[src/rtl/ahb_fifo_sink_if.sv]
// AHB slave-slot bundle for ahb_fifo_sink: shared bus inputs plus the per-slot
// HRDATA/HRESP/HREADY returns.
interface ahb_fifo_sink_if;
  logic        HSEL;
  logic [31:0] HADDR;
  logic [1:0]  HTRANS;
  logic        HWRITE;
  logic [2:0]  HSIZE;
  logic [2:0]  HBURST;
  logic [31:0] HWDATA;
  logic        HREADYin;
  logic [31:0] HRDATA;
  logic [1:0]  HRESP;
  logic        HREADYout;

  modport slave (
    input  HSEL, HADDR, HTRANS, HWRITE, HSIZE, HBURST, HWDATA, HREADYin,
    output HRDATA, HRESP, HREADYout
  );

  modport master (
    output HSEL, HADDR, HTRANS, HWRITE, HSIZE, HBURST, HWDATA, HREADYin,
    input  HRDATA, HRESP, HREADYout
  );
endinterface

[src/rtl/ahb_fifo_sink.sv]
// AHB write sink: DATA writes fill a FIFO drained on a valid/ready stream; full
// writes stall. AHB_FIFO_SINK_TIMEOUT_EN adds the stall timeout, ERROR response and ovf.
module ahb_fifo_sink #(
  parameter int unsigned DEPTH_LOG2 = 4,
  parameter int unsigned TIMEOUT    = 15
) (
  input  logic           HCLK,
  input  logic           HRESET,
  ahb_fifo_sink_if.slave ahb,
  output logic           OUT_VALID,
  output logic [31:0]    OUT_DATA,
  input  logic           OUT_READY
);

  localparam int unsigned         DEPTH       = 1 << DEPTH_LOG2;
  localparam logic [DEPTH_LOG2:0] FULL_CNT    = {1'b1, {DEPTH_LOG2{1'b0}}};
  localparam logic [1:0]          HRESP_OKAY  = 2'b00;
`ifdef AHB_FIFO_SINK_TIMEOUT_EN
  localparam logic [1:0]          HRESP_ERROR = 2'b01;
`endif

  typedef enum logic [2:0] {
    IDLE,
    XFER,
    WAIT_FULL
`ifdef AHB_FIFO_SINK_TIMEOUT_EN
    ,
    ERR1,
    ERR2
`endif
  } state_t;

  state_t                state;
  logic [1:0]            dp_addr;
  logic                  dp_write;
  logic [31:0]           mem [DEPTH];
  logic [DEPTH_LOG2-1:0] wr_ptr;
  logic [DEPTH_LOG2-1:0] rd_ptr;
  logic [DEPTH_LOG2:0]   count;
  logic                  ovf_bit;
`ifdef AHB_FIFO_SINK_TIMEOUT_EN
  logic [7:0]            stall_cnt;
  logic                  ovf;
  assign ovf_bit = ovf;
`else
  assign ovf_bit = 1'b0;
`endif

  logic        addr_ok;
  logic        empty;
  logic        full;
  logic        pop;
  logic        space;
  logic        push;
  logic        flush;
  logic        hready;
  logic [1:0]  resp;
  logic [31:0] rdata;
  logic [31:0] status_word;
  logic        unused_inputs;

  assign unused_inputs = ^{ahb.HADDR[31:4], ahb.HADDR[1:0], ahb.HTRANS[0],
                           ahb.HSIZE, ahb.HBURST};

  assign addr_ok     = ahb.HSEL & ahb.HTRANS[1] & ahb.HREADYin;
  assign empty       = (count == '0);
  assign full        = (count == FULL_CNT);
  assign pop         = !empty && OUT_READY;
  assign space       = !full || pop;
  assign status_word = {13'd0, ovf_bit, full, empty, 16'(count)};

  always_comb begin
    push   = 1'b0;
    flush  = 1'b0;
    hready = 1'b1;
    resp   = HRESP_OKAY;
    rdata  = '0;
    case (state)
      XFER: begin
        if (dp_write && dp_addr == 2'd0) begin
          push   = space;
          hready = space;
        end
        if (dp_write && dp_addr == 2'd2) flush = ahb.HWDATA[0];
        if (!dp_write && dp_addr == 2'd1) rdata = status_word;
      end
      WAIT_FULL: begin
        push   = space;
        hready = space;
      end
`ifdef AHB_FIFO_SINK_TIMEOUT_EN
      ERR1: begin
        hready = 1'b0;
        resp   = HRESP_ERROR;
      end
      ERR2: resp = HRESP_ERROR;
`endif
      default: ;
    endcase
  end

  assign ahb.HRDATA    = rdata;
  assign ahb.HRESP     = resp;
  assign ahb.HREADYout = hready;

  // Any cycle with HREADYout=1 ends the current data phase, so the pipelined
  // address decision is shared by every completing state.
  always_ff @(posedge HCLK or posedge HRESET) begin
    if (HRESET) begin
      state    <= IDLE;
      dp_addr  <= '0;
      dp_write <= 1'b0;
`ifdef AHB_FIFO_SINK_TIMEOUT_EN
      stall_cnt <= '0;
      ovf       <= 1'b0;
`endif
    end else begin
      if (hready) begin
        state <= addr_ok ? XFER : IDLE;
        if (addr_ok) begin
          dp_addr  <= ahb.HADDR[3:2];
          dp_write <= ahb.HWRITE;
        end
      end else begin
        case (state)
          XFER: begin
`ifdef AHB_FIFO_SINK_TIMEOUT_EN
            stall_cnt <= '0;
            if (TIMEOUT <= 1) begin
              state <= ERR1;
              ovf   <= 1'b1;
            end else begin
              state <= WAIT_FULL;
            end
`else
            state <= WAIT_FULL;
`endif
          end
          WAIT_FULL: begin
`ifdef AHB_FIFO_SINK_TIMEOUT_EN
            // The stalled XFER cycle is the first wait state, hence the +2.
            if (int'(stall_cnt) + 2 >= TIMEOUT) begin
              state <= ERR1;
              ovf   <= 1'b1;
            end else begin
              stall_cnt <= stall_cnt + 8'd1;
            end
`endif
          end
`ifdef AHB_FIFO_SINK_TIMEOUT_EN
          ERR1: state <= ERR2;
`endif
          default: state <= IDLE;
        endcase
      end
`ifdef AHB_FIFO_SINK_TIMEOUT_EN
      if (flush) ovf <= 1'b0;
`endif
    end
  end

  always_ff @(posedge HCLK or posedge HRESET) begin
    if (HRESET) begin
      wr_ptr <= '0;
      rd_ptr <= '0;
      count  <= '0;
    end else if (flush) begin
      wr_ptr <= '0;
      rd_ptr <= '0;
      count  <= '0;
    end else begin
      if (push) wr_ptr <= wr_ptr + 1'b1;
      if (pop)  rd_ptr <= rd_ptr + 1'b1;
      case ({push, pop})
        2'b10:   count <= count + 1'b1;
        2'b01:   count <= count - 1'b1;
        default: ;
      endcase
    end
  end

  always_ff @(posedge HCLK) begin
    if (push) mem[wr_ptr] <= ahb.HWDATA;
  end

  assign OUT_VALID = !empty;
  assign OUT_DATA  = empty ? '0 : mem[rd_ptr];

endmodule

[src/flat_wrapper.sv]
// flat-port wrapper written by rule: the top's interface ports become plain ports
module ahb_fifo_sink_flat 
#(
  parameter int unsigned DEPTH_LOG2 = 4,
  parameter int unsigned TIMEOUT    = 15
)
  (HCLK, HRESET, OUT_VALID, OUT_DATA, OUT_READY, ahb_HSEL, ahb_HADDR, ahb_HTRANS, ahb_HWRITE, ahb_HSIZE, ahb_HBURST, ahb_HWDATA, ahb_HREADYin, ahb_HRDATA, ahb_HRESP, ahb_HREADYout);
  ahb_fifo_sink_if ahb_i ();
  input  logic HCLK;
  input  logic HRESET;
  output logic OUT_VALID;
  output logic [31:0] OUT_DATA;
  input  logic OUT_READY;
  input wire logic [$bits(ahb_i.HSEL)-1:0] ahb_HSEL;
  input wire logic [$bits(ahb_i.HADDR)-1:0] ahb_HADDR;
  input wire logic [$bits(ahb_i.HTRANS)-1:0] ahb_HTRANS;
  input wire logic [$bits(ahb_i.HWRITE)-1:0] ahb_HWRITE;
  input wire logic [$bits(ahb_i.HSIZE)-1:0] ahb_HSIZE;
  input wire logic [$bits(ahb_i.HBURST)-1:0] ahb_HBURST;
  input wire logic [$bits(ahb_i.HWDATA)-1:0] ahb_HWDATA;
  input wire logic [$bits(ahb_i.HREADYin)-1:0] ahb_HREADYin;
  output wire logic [$bits(ahb_i.HRDATA)-1:0] ahb_HRDATA;
  output wire logic [$bits(ahb_i.HRESP)-1:0] ahb_HRESP;
  output wire logic [$bits(ahb_i.HREADYout)-1:0] ahb_HREADYout;
  assign ahb_i.HSEL = ahb_HSEL;
  assign ahb_i.HADDR = ahb_HADDR;
  assign ahb_i.HTRANS = ahb_HTRANS;
  assign ahb_i.HWRITE = ahb_HWRITE;
  assign ahb_i.HSIZE = ahb_HSIZE;
  assign ahb_i.HBURST = ahb_HBURST;
  assign ahb_i.HWDATA = ahb_HWDATA;
  assign ahb_i.HREADYin = ahb_HREADYin;
  assign ahb_HRDATA = ahb_i.HRDATA;
  assign ahb_HRESP = ahb_i.HRESP;
  assign ahb_HREADYout = ahb_i.HREADYout;
  ahb_fifo_sink #(.DEPTH_LOG2(DEPTH_LOG2), .TIMEOUT(TIMEOUT)) u_core (.HCLK(HCLK), .HRESET(HRESET), .ahb(ahb_i), .OUT_VALID(OUT_VALID), .OUT_DATA(OUT_DATA), .OUT_READY(OUT_READY));
endmodule
[config.mk]
export PLATFORM = sky130hd
export DESIGN_NAME = ahb_fifo_sink_flat
export DESIGN_NICKNAME = d
export VERILOG_FILES = /design/src/rtl/ahb_fifo_sink_if.sv /design/src/rtl/ahb_fifo_sink.sv /design/src/flat_wrapper.sv
export SDC_FILE = /design/constraint.sdc
export NUM_CORES = 1
export LEC_CHECK = 0
export ABC_AREA = 1
export CORE_UTILIZATION = 50
export DETAILED_ROUTE_END_ITERATION = 12
export PLACE_DENSITY = 0.69
export SYNTH_ARGS = -nofsm -noshare
export SYNTH_HDL_FRONTEND = slang
export SYNTH_SLANG_ARGS = --single-unit
[constraint.sdc]
create_clock -name HCLK -period 5.6 [get_ports HCLK]
set_input_delay 0.56 -clock HCLK [delete_from_list [all_inputs] [get_ports HCLK]]
set_output_delay 0.56 -clock HCLK [all_outputs]
set_load 0.005 [all_outputs]
Yosys cells after proc, flatten, opt, wreduce, memory -nomap -nowiden
Memory sizes are Yosys's and may differ from the RTL's.
Cells that the tools add are included.
{ "totals": {"reg_bits": 19, "ram_bits": 512, "inputBits": 78, "output_inout_bits": 68, "elab_cells": 55, "memories": 1} }
{ "op_classes": {"add_sub_neg": 4, "eq_ne": 8, "mux": 20, "n_bitwise": 2, "reduce_logical": 14} }
{ "memory_table": {"columns": ["memory", "depth", "width", "read_ports", "rd_ports_with_merged_regs", "write_ports", "line_no", "text"], "rows": [
  ["u_core.mem", 16, 32, 1, 0, 1, "ahb_fifo_sink.sv:36", "logic [31:0] mem [DEPTH];"]
]} }
{ "ops": {"columns": ["cell", "count"], "rows": [
  ["two-way mux 32 bit", 2],
  ["two-way mux 18 bit", 1],
  ["two-way mux 4 bit", 4],
  ["one-hot mux 5 bit (2 select lines)", 1],
  ["adder 4 x 1 -> 4 bit (second input constant)", 2],
  ["two-way mux 1 bit", 7],
  ["one-hot mux 3 bit (2 select lines)", 1],
  ["adder 5 x 1 -> 5 bit (second input constant)", 1],
  ["== test 5 bit (second input constant)", 1],
  ["logical NOT 5 bit", 1],
  ["two-way mux 5 bit", 1],
  ["subtractor 5 x 1 -> 5 bit (second input constant)", 1],
  ["== test 2 x 1 -> 1 bit (second input constant)", 2],
  ["== test 2 bit (second input constant)", 2],
  ["logical AND 1 bit", 4],
  ["one-hot mux 1 bit (2 select lines)", 2],
  ["nonzero test 2 bit", 2],
  ["== test 3 x 1 -> 1 bit (second input constant)", 1],
  ["== test 3 x 2 -> 1 bit (second input constant)", 1],
  ["logical NOT 1 bit", 3],
  ["two-way mux 3 bit", 1],
  ["nonzero test 3 bit", 1],
  ["bitwise AND 1 bit", 2],
  ["logical NOT 2 bit", 1],
  ["3 further kinds", 3]
]} }

Depth between registers and ports, before layout
{ "depth": {"ltp_word": 9, "ltp_mapped": 17, "mapped_depth_nobuf": 16} }

Worst setup path before layout
OpenSTA, ideal clock, no wires.
{ "synth_timing": {"kind": "register to register", "start": "register u_core.state[1]", "end": "memory u_core.mem[0][0], enable pin", "setup_time_ns": 0.421, "t_arrival_ns": 2.570, "t_required_ns": 5.179, "path_slack_ns": 2.609, "stages_incl_launch_ff": 9, "path_buffers": 0, "synth_period_minus_slack_ns": 2.991, "path_cell_list": "dfrtp_1 -> inv_1 -> ha_1 -> inv_1 -> o21ai_0 -> nand2_2 -> inv_1 -> nand2_1 -> nor2_1"} }
{ "synth_via": {"elab_chain_len": 4, "word_cells_on_any_way": 5, "cone_classes": "2 x eq/ne; 3 x mux"} }
{ "synth_rtl": {"columns": ["element", "line_no", "text"], "rows": [
  ["from (decl)", "ahb_fifo_sink.sv:33", "state_t state;"],
  ["from (signal assigned)", "ahb_fifo_sink.sv:119", "state <= addr_ok ? XFER : IDLE;"],
  ["== test 3 x 2 -> 1 bit or == test 3 x 1 -> 1 bit (tied branches)", "ahb_fifo_sink.sv:78", "case (state)"],
  ["one-hot mux 1 bit (2 select lines) (*)", "ahb_fifo_sink.sv:78", null],
  ["two-way mux 1 bit (*)", "ahb_fifo_sink.sv:183", "if (push) mem[wr_ptr] <= ahb.HWDATA;"],
  ["two-way mux 1 bit (not written as such) (*)", "ahb_fifo_sink.sv:183", null],
  ["to (decl)", "ahb_fifo_sink.sv:36", null]
]} }
Every way passes the cells marked *; elsewhere a longest branch is shown, timed or not.

Worst setup path in the final report
{ "layout_timing": {"start": "register u_core.rd_ptr[1]", "end": "output OUT_DATA[30]"} }
{ "layout_via": {"elab_chain_len": 2} }
{ "layout_rtl": {"columns": ["element", "line_no", "text"], "rows": [
  ["from (decl)", "ahb_fifo_sink.sv:38", "logic [DEPTH_LOG2-1:0] rd_ptr;"],
  ["from (signal assigned)", "ahb_fifo_sink.sv:173", "if (pop) rd_ptr <= rd_ptr + 1'b1;"],
  ["memory read (16 x 32 bit)", null, null],
  ["two-way mux 32 bit", "ahb_fifo_sink.sv:187", "assign OUT_DATA = empty ? '0 : mem[rd_ptr];"],
  ["to (decl)", "flat_wrapper.sv:12", "output logic [31:0] OUT_DATA;"]
]} }
No other way between the ends.

==> impl_metrics.json <==
{
  "status": "finished, violations left",
  "violations": "slew limit",
  "path_class": "register to output port",
  "synth.most_common_cell": "nand2_1",
  "drive_above_1_share_pct": 6.64,
  "finalNonFillerCells": 2573,
  "finalWirelength_mm": 51.6,
  "synth_seq_cells": 530,
  "crit_slowest_cell": "dfrtp_4",
  "cts_tree": "done",
  "cp_num_buf_inv": 3,
  "p_sw_w": 0.00408,
  "worst_pin_slew_ns": 1.57,
  "slew_viol_final": 75,
  "grt_pass1_vias": 13682,
  "seqPwrFrac_pct": 37.6,
  "clk_root_buffer_cell": "clkbuf_16",
  "die_height_um": 212,
  "fmax_mhz": 216,
  "rsz0062_at_grt": "false",
  "p_per_area_mw_per_mm2": 483,
  "core_area_mm2": 0.0434,
  "arrival_ns": 4.07,
  "sw_frac_of_total_pct": 33.8,
  "synth_seq_area_share_pct": 71.6,
  "nNetsFinal": 2032,
  "ys_types": 32,
  "placedCellCount": 2474,
  "syn2layout_area_growth_pct": 13.1,
  "antenna_found_initial": 1,
  "worstPathCellList": "inv_4 -> buf_12 -> nand3_1 -> nand3_1 -> nand2_1 -> nand2_1 -> a21oi_1 -> clkdlybuf4s50_1",
  "avgSynthCellArea_um2": 11.7,
  "max_cap_violations": 0,
  "cts.path.max_buffers": 3,
  "synth_edf_count": 512,
  "ios": 146,
  "finalPower_w": 0.0121,
  "cts.sinks": 530,
  "synthTopCellsByCount": "674 x nand2_1, 512 x edfxtp_1, 402 x nand3_1",
  "cts_setup_buffers": 0,
  "required_ns": 5.04,
  "p_leak_nw": 9.06,
  "grt_overflow": 0,
  "utilization_pct": 57.6,
  "cts-buffers-inserted": 53,
  "cts_hold_buf": 0,
  "vias": 14198,
  "multiInputGateArea_mm2": 0.00544,
  "clk_pin_slew_ns": 0.06,
  "slew_headroom_pct": -4.38,
  "drt-pass1-iter-count": 5,
  "fin_setup_tns_ns": 0,
  "grt_max_degree": 261,
  "synth_flop_cell": "edfxtp_1",
  "vias_per_cell": 5.52,
  "hpwl_mm": 25.9,
  "synth_area_leader_cell": "edfxtp_1",
  "pwr-share-clk_pct": 30.3,
  "synth_top_area_share_pct": 69.6,
  "hold_viol": 0,
  "routedWlPerCell_um": 20.1,
  "clock_latency_ns": 0.60,
  "grt_first_pass_wirelength_mm": 78.2,
  "r2r-end": "u_core.mem[1][6]",
  "seq_area_mm2": 0.0158,
  "hold_slack_ns": 0.393,
  "drcViolationCount": 0,
  "reg2regPathDepth": 9,
  "hold_class": "input port to asynchronous set/reset pin",
  "fillerInstances": 3491,
  "synth_area_leaders": "edfxtp_1 70%, nand2_1 11%, nand3_1 9.1%, buf_4 2.1%, dfrtp_1 2.0%",
  "io_buffer_count": 81,
  "p_int_w": 0.00800,
  "gp_congestion": 0.773,
  "die_w_um": 212,
  "initial_core_util_pct": 50.9,
  "drt-initial-drc-count": 1552,
  "start_kind": "register",
  "r2r_start": "u_core.state[1]",
  "netlist_area_mm2": 0.0221,
  "timing.final.crit_share_pct": 82.6,
  "power_frac_comb_pct": 32.1,
  "ant_nets": 0,
  "htree_levels": 2,
  "finalCriticalPeriod_ns": 4.63,
  "critPathMaxStageDelay_ns": 1.05,
  "path_delay_family": "buffers and inverters",
  "grt.total_usage_pct": 23.2,
  "synth_warnings": 0,
  "synthCells": 1891,
  "worstPathMaxFanout": 68,
  "synthArstFlopShare_pct": 3.40,
  "cts-resized-gates": 0,
  "rrSetupSlack_ns": 2.41,
  "fp-row-count": 76,
  "die_area_mm2": 0.0450,
  "setup_viol": 0,
  "crit_path_end_kind": "output port",
  "antenna_cells": 0,
  "clock_skew_ns": 0.0183,
  "peakVddDrop_mv": 0.346
}
-- logic make-up after synthesis --
family,count (synthesis),share of synthesized area [%]
buffers and inverters,169,4.71
adder cells (fa/ha/maj),10,0.566
flip-flops,530,71.6
AO/OA/AOI/OAI,52,1.25
AND/OR/NAND/NOR,1122,21.5
other,1,0.0170
XOR/XNOR,7,0.278
-- how the worst max path moves through the flow --
| stage | slack, ns | endpoint | depth (start not counted) | startpoint |
|---|---|---|---|---|
| 2_1_floorplan | 2.61 | u_core.mem[0][0] | 8 | u_core.state[1] |
| 3_3_place_gp | 1.64 | OUT_DATA[30] | 8 | u_core.rd_ptr[1] |
| 3_5_place_dp | 1.67 | OUT_DATA[30] | 8 | u_core.rd_ptr[1] |
| 4_1_cts | 1.02 | OUT_DATA[30] | 8 | u_core.rd_ptr[1] |
| 5_1_grt | 0.86 | OUT_DATA[30] | 8 | u_core.rd_ptr[1] |
| 6_report | 0.97 | OUT_DATA[30] | 8 | u_core.rd_ptr[1] |
-- routing by layer --
layer	global-route usage (%)	vias up	part of all wire, %
met5	0	-	0.025
met4	7.42	2	2.3
met3	4.74	88	7.9
met2	38.0	541	48
met1	31.3	6912	42
li1	-	6655	-
-- stage by stage --
step | cell area [µm²] | worst slack (ns)
2_1_floorplan | 22200 | 2.61
3_3_place_gp | 23200 | 1.64
3_5_place_dp | 23200 | 1.67
4_1_cts | 25000 | 1.02
5_1_grt | 25000 | 0.865
6_report | 25000 | 0.972
-- cell usage in the layout (no fill, tap or decap), drive strengths merged --
master,n
bufinv,9
nand3,404
and3,1
o21ai,12
clkinvlp,2
clkdlybuf4s50,81
buf,28
conb,27
xor2,4
a211oi,1
a21o,1
dfrtp,18
o31ai,4
nand3b,1
inv,32
nand2,678
clkbuf,65
nor3,1
nand4,2
xnor2,3
nor2,35
a21oi,34
edfxtp,512
ha,10
clkinv,23
-- cell type report --
type | count | share of cell area (%)
flip-flops and latches | 530 | 63.4
multi-input cells | 1218 | 21.8
clock buffers | 65 | 5.66
repair buffers | 109 | 4.24
well taps | 585 | 2.93
clock inverters | 34 | 1.54
inverters | 32 | 0.511
-- power by group through the flow --
stage,Sequential (W),Clock [W],Combinational (W)
finish,0.00454,0.00366,0.00388
global route,0.00454,0.00384,0.00429
CTS,0.00453,0.00369,0.00387
detailed placement,0.00462,0,0.00384
global placement,0.00461,0,0.00378
floorplan,0.00451,0,0.00277
-- state kept, by name (all words and copies together), names as in the netlist --
register	flops
u_core.mem	512
u_core.dp_addr	2
u_core.state	2
u_core.dp_write	1
u_core.count	5
u_core.wr_ptr	4
u_core.rd_ptr	4
No activity file was read; power rests on OpenSTA's default activity.
